<file path="config.mk">
export PLATFORM = sky130hd
export DESIGN_NAME = mem_bus_arbiter
export DESIGN_NICKNAME = d
export VERILOG_FILES = /design/src/rtl/mem_bus_arbiter.sv
export SDC_FILE = /design/constraint.sdc
export NUM_CORES = 1
export LEC_CHECK = 0
export BUFFER_PORTS_ARGS = -buffer_cell sky130_fd_sc_hd__buf_2
export CORE_ASPECT_RATIO = 1.25
export CORE_UTILIZATION = 47
export CTS_CLUSTER_DIAMETER = 100
export DETAILED_ROUTE_END_ITERATION = 6
export GPL_TIMING_DRIVEN = 0
export PLACE_DENSITY = 0.86
export SYNTH_ARGS = -nofsm -noshare
export SYNTH_HDL_FRONTEND = slang
export SYNTH_SLANG_ARGS = --single-unit
</file>
<file path="constraint.sdc">
create_clock -name clk -period 6.05 [get_ports clk]
set_input_delay 0.605 -clock clk [delete_from_list [all_inputs] [get_ports clk]]
set_output_delay 0.605 -clock clk [all_outputs]
set_load 0.005 [all_outputs]
</file>
<file path="src/rtl/mem_bus_arbiter.sv">
// mem_bus_arbiter: shares one external memory bus between instruction fetch
// and data access. MEM has priority, but only for a bounded run of grants
// while a fetch is waiting. Each transfer is a req/ack handshake with a
// timeout, followed by a one-cycle turnaround state that carries the ack.
module mem_bus_arbiter #(
    parameter int ADDR_W       = 32,
    parameter int DATA_W       = 32,
    parameter int TIMEOUT      = 15,
    parameter int STARVE_LIMIT = 4
) (
    input  logic              clk,
    input  logic              rst,
    // instruction fetch requester
    input  logic              if_req_i,
    input  logic [ADDR_W-1:0] if_addr_i,
    output logic [DATA_W-1:0] if_data_o,
    output logic              if_ack_o,
    output logic              stallreq_if_o,
    // data access requester
    input  logic              mem_req_i,
    input  logic              mem_we_i,
    input  logic [3:0]        mem_sel_i,
    input  logic [ADDR_W-1:0] mem_addr_i,
    input  logic [DATA_W-1:0] mem_wdata_i,
    output logic [DATA_W-1:0] mem_rdata_o,
    output logic              mem_ack_o,
    output logic              stallreq_mem_o,
    // external bus
    output logic              bus_req_o,
    output logic              bus_we_o,
    output logic [3:0]        bus_sel_o,
    output logic [ADDR_W-1:0] bus_addr_o,
    output logic [DATA_W-1:0] bus_wdata_o,
    input  logic [DATA_W-1:0] bus_rdata_i,
    input  logic              bus_ack_i,
    output logic              bus_err_o
);

    localparam int TW = $clog2(TIMEOUT + 1);
    localparam int SW = $clog2(STARVE_LIMIT + 1);

    typedef enum logic [1:0] {
        IDLE     = 2'd0,
        IF_XFER  = 2'd1,
        MEM_XFER = 2'd2,
        DONE     = 2'd3
    } state_t;

    state_t        state, state_n;
    logic [TW-1:0] tcnt;
    logic [SW-1:0] starve_cnt;
    logic          grant_mem, grant_if;
    logic          in_xfer;
    logic          xfer_abort;

    assign in_xfer = (state == IF_XFER) || (state == MEM_XFER);

    // bus_req_o is decoded from state so an async reset drops it at once
    assign bus_req_o      = in_xfer;
    assign stallreq_if_o  = if_req_i & ~if_ack_o;
    assign stallreq_mem_o = mem_req_i & ~mem_ack_o;

    // Next-state logic: grant decision in IDLE, ack/timeout in transfer
    always_comb begin
        state_n    = state;
        grant_mem  = 1'b0;
        grant_if   = 1'b0;
        xfer_abort = 1'b0;
        case (state)
            IDLE: begin
                if (mem_req_i && (!if_req_i || starve_cnt < SW'(STARVE_LIMIT))) begin
                    grant_mem = 1'b1;
                    state_n   = MEM_XFER;
                end else if (if_req_i) begin
                    grant_if = 1'b1;
                    state_n  = IF_XFER;
                end
            end
            IF_XFER, MEM_XFER: begin
                // a late ack in the final cycle still counts as success
                if (bus_ack_i) begin
                    state_n = DONE;
                end else if (tcnt == TW'(TIMEOUT - 1)) begin
                    xfer_abort = 1'b1;
                    state_n    = DONE;
                end
            end
            DONE:    state_n = IDLE;
            default: state_n = IDLE;
        endcase
    end

    // State register
    always_ff @(posedge clk or posedge rst) begin
        if (rst) state <= IDLE;
        else     state <= state_n;
    end

    // Transfer cycle counter, zero on every entry into a transfer state
    always_ff @(posedge clk or posedge rst) begin
        if (rst)          tcnt <= '0;
        else if (in_xfer) tcnt <= tcnt + 1'b1;
        else              tcnt <= '0;
    end

    // Consecutive MEM grants taken while a fetch was waiting
    always_ff @(posedge clk or posedge rst) begin
        if (rst) begin
            starve_cnt <= '0;
        end else if (grant_mem && if_req_i) begin
            if (starve_cnt != SW'(STARVE_LIMIT)) starve_cnt <= starve_cnt + 1'b1;
        end else if (grant_mem || grant_if) begin
            starve_cnt <= '0;
        end
    end

    // Latch the winning request onto the bus; held for the whole transfer
    always_ff @(posedge clk or posedge rst) begin
        if (rst) begin
            bus_we_o    <= 1'b0;
            bus_sel_o   <= 4'b0000;
            bus_addr_o  <= '0;
            bus_wdata_o <= '0;
        end else if (grant_mem) begin
            bus_we_o    <= mem_we_i;
            bus_sel_o   <= mem_sel_i;
            bus_addr_o  <= mem_addr_i;
            bus_wdata_o <= mem_wdata_i;
        end else if (grant_if) begin
            bus_we_o    <= 1'b0;
            bus_sel_o   <= 4'b1111;
            bus_addr_o  <= if_addr_i;
            bus_wdata_o <= '0;
        end
    end

    // Completion pulses: high only in DONE, for the owner of the transfer
    always_ff @(posedge clk or posedge rst) begin
        if (rst) begin
            if_ack_o  <= 1'b0;
            mem_ack_o <= 1'b0;
            bus_err_o <= 1'b0;
        end else begin
            if_ack_o  <= (state == IF_XFER)  && (state_n == DONE);
            mem_ack_o <= (state == MEM_XFER) && (state_n == DONE);
            bus_err_o <= xfer_abort;
        end
    end

    // Return data; zero on abort, otherwise held until the next completion
    always_ff @(posedge clk or posedge rst) begin
        if (rst) begin
            if_data_o   <= '0;
            mem_rdata_o <= '0;
        end else if (state_n == DONE) begin
            if (state == IF_XFER)  if_data_o   <= xfer_abort ? '0 : bus_rdata_i;
            if (state == MEM_XFER) mem_rdata_o <= xfer_abort ? '0 : bus_rdata_i;
        end
    end

endmodule

</file>
==> metrics.txt <==
status=complete, no violations; Synth warnings=0; xor/xnor share of the synthesized area=0.285%; Mean Syn Cell Area=13.4 um^2; RSZ-0062 raised after global routing=no; fin crit share=42.1%; Switch Pwr=1.39 mW; setup_tns=0 ns; clock buffer depth=2; final setup fails=0; Netlist cell types=33; max_slew headroom=54.6%; met2 wire len=8300 um; cell area after layout=8420 um^2; CP Data Required Time=6.35 ns; number of synthesized flops with an enable pin=0; die area=13500 um^2; Congestion Overflow GR=0; largest net degree at the start of global routing=91; diode count=0; clk root buf=clkbuf_16; DR WL met3=987 um; P_leak=4.39 nW; CTS HTree Levels=4; adder-cell share of the synthesized area=1.42%; fin nets=901; Total Wirelength=16200 um; Cell Int Power=2.99 mW; Chip Height=130 um; # hold bufs at CTS=0; logic gate share of total power=36.1%; ratio of cells with drive above 1 in the final layout=51.0%; initial antenna violation count=0; GRT Resource Usage Total=24.4%; Worst Tran Pin Value=0.677 ns; path depth of the worst reg2reg path=7; post-synthesis compound-gate area fraction=13.3%; # IOs=277; synthesized cell area=6150 um^2; ANT nets after route=0; Max Used Layer=met4; clk slew on worst S/H paths=0.06 ns; Hold Fails Final Rpt=0; Syn Inst Count=460; DR WL/cell=17.3 um; prevailing post-synth register cell=dfrtp_1; input/output buffers=276; Async S/R FF share, synth=100%; Synth Net Count=605; simple-gate portion of the synthesized area=7.30%; r2r startpoint=state[1]; Layout area overhead=36.8%; reg2reg end=if_data_o[18]; Synth area leaders=dfrtp_1 59%, mux2_4 14%, a22o_1 4.7%, nor2b_1 3.9%, o22ai_1 3.3%; multiplexer share of the synthesized area=15.3%; WL met1=6720 um; Post-CTS Setup Repair Bufs=0; Clk pwr share=25.8%; part of the power in registers=38.1%; vias in the first global route=4844; Resized Gates After CTS=0; min Tclk post-route=2.55 ns; CP Class=reg -> reg; # rows=46; first-pass GRT wire length=25400 um; Clock Skews=0.00593 ns; DRC=0; CTS Buf Count=17; CTS tree=done; switching share of total power=31.8%; core area=12700 um^2; CP Max Fanout=10; Critical Path End Type=register; Initial DRC Count=196; clk_lat worst skew=0.42 ns; layout filler cell count=972; initial cell density of the core=48.3%; DR vias/cell=5.14; Post-DP Area=7770 um^2; max cap viols=0; CP arrival=2.85 ns; cell taking the most area after synthesis=dfrtp_1; clock sinks=145; Seq/Total Area, Yosys=59.0%; largest family of logic cells by synthesized area=multiplexers; crit start category=register; Vias=4813; pwr/cell area=521 nW/um^2; area share of the largest cell type after synthesis=59.0%; Die Wd=104 um; Initial DRT Pass Iterations=4; Max Fclk=393 MHz; routability cong.=0.792; Final Max Slew Viols=0; setup slack, reg-to-reg=3.50 ns; DP Wirelength=11700 um; Peak VDD IR=0.286 mV; Hold Crit Class=in -> async; Synth Register Bits=145
-- layout make-up --
type	count	area (um^2)	area share, %
Multi-Input combinational cell	273	2310	27.4
Tap cell	168	210	2.50
Timing Repair Buffer	277	1410	16.7
Clock inverter	12	175	2.08
Inverter	10	42.5	0.506
Clock buffer	20	467	5.55
Buffer	32	175	2.08
Sequential cell	145	3630	43.1
-- worst max-delay path by stage --
stage          cells after the start              to  startpoint  slack (ns)
6_report                           7   if_data_o[18]    state[1]        3.50
5_1_grt                            8   bus_addr_o[3]    state[1]        3.34
4_1_cts                            7    if_data_o[0]    state[1]        3.49
3_5_place_dp                       7   bus_addr_o[1]    if_req_i        3.33
3_3_place_gp                       2  bus_addr_o[31]         rst        0.14
2_1_floorplan                      1   bus_addr_o[0]         rst        1.55
-- metal layers --
metal,global-route usage (%),vias up
li1,-,2227
met1,28.6,2346
met2,43.6,219
met3,6.44,21
met4,8.32,0
met5,0,-
-- power by group through the flow --
| stage | sequential [mW] | combinational [mW] | clock [mW] |
|---|---|---|---|
| after floorplan | 1.68 | 0.862 | 0 |
| after global placement | 1.64 | 1.54 | 0 |
| after detailed placement | 1.66 | 1.59 | 0 |
| after CTS | 1.66 | 1.60 | 1.15 |
| after global routing | 1.71 | 1.74 | 1.19 |
| final | 1.67 | 1.59 | 1.13 |
-- synth_stat cells, drive strengths merged, types with 2 or more instances --
| cell | n |
|---|---|
| a211oi | 2 |
| and3 | 2 |
| mux2 | 64 |
| o21ai | 37 |
| o22ai | 32 |
| a22o | 33 |
| buf | 13 |
| o22a | 4 |
| nor2b | 38 |
| nor2 | 3 |
| inv | 10 |
| clkbuf | 19 |
| ha | 7 |
| and2 | 2 |
| nand2 | 35 |
| nand3 | 3 |
| dfrtp | 145 |
-- per-stage QoR --
| step | worst slack (ns) | util, % | hold slack [ns] | instances | power [mW] |
|---|---|---|---|---|---|
| detailed placement | 3.33 | 61.1 | 0.464 | 905 | 3.26 |
| global route | 3.34 | 66.2 | 0.267 | 937 | 4.64 |
| global placement | 0.144 | 60.9 | 0.459 | 904 | 3.18 |
| floorplan | 1.55 | - | 0.452 | 460 | 2.54 |
| CTS | 3.49 | 66.2 | 0.235 | 937 | 4.42 |
| finish | 3.50 | 66.2 | 0.232 | 937 | 4.39 |
-- worst max-delay path, cell delays in order, from the launching register on --
cell and delay [ns]:
dfrtp_1 0.41, inv_1 0.09, ha_1 0.37, nor2b_1 0.34, o31ai_2 0.20, a211oi_4 0.45, buf_6 0.25, mux2_4 0.31
-- logic make-up (layout without fill, tap and decap cells) --
| group | after synthesis | after routing |
|---|---|---|
| flops | 145 | 145 |
| simple gates | 87 | 87 |
| xor+xnor | 2 | 2 |
| compound gates | 113 | 113 |
| mux | 64 | 64 |
| fa+ha+maj | 7 | 7 |
| buf+inv | 42 | 351 |
-- sequential cells by signal, indices dropped and copies added (netlist names) --
register and cells:
bus_addr_o 32, bus_wdata_o 32, if_data_o 32, mem_rdata_o 32
bus_sel_o 4, tcnt 4, starve_cnt 3, state 2
bus_err_o 1, bus_we_o 1, if_ack_o 1, mem_ack_o 1
-- placed cells by master, fill, tap and decap left out, types with 2 or more instances in the layout --
| cell | n |
|---|---|
| a211oi_4 | 2 |
| clkinv_2 | 4 |
| mux2_4 | 58 |
| clkbuf_1 | 19 |
| dfrtp_1 | 145 |
| clkbuf_8 | 3 |
| buf_2 | 281 |
| nor2_1 | 3 |
| inv_6 | 4 |
| inv_1 | 9 |
| nand3_1 | 3 |
| a22o_1 | 33 |
| nor2b_1 | 38 |
| o21ai_1 | 2 |
| bufinv_16 | 4 |
| ha_1 | 7 |
| nand2_1 | 35 |
| o21ai_0 | 35 |
| and3_1 | 2 |
| clkbuf_16 | 17 |
| o22ai_1 | 32 |
| and2_1 | 2 |
| buf_6 | 6 |
| mux2_2 | 6 |
| o22a_1 | 4 |
No activity file was read; power rests on OpenSTA's default activity.
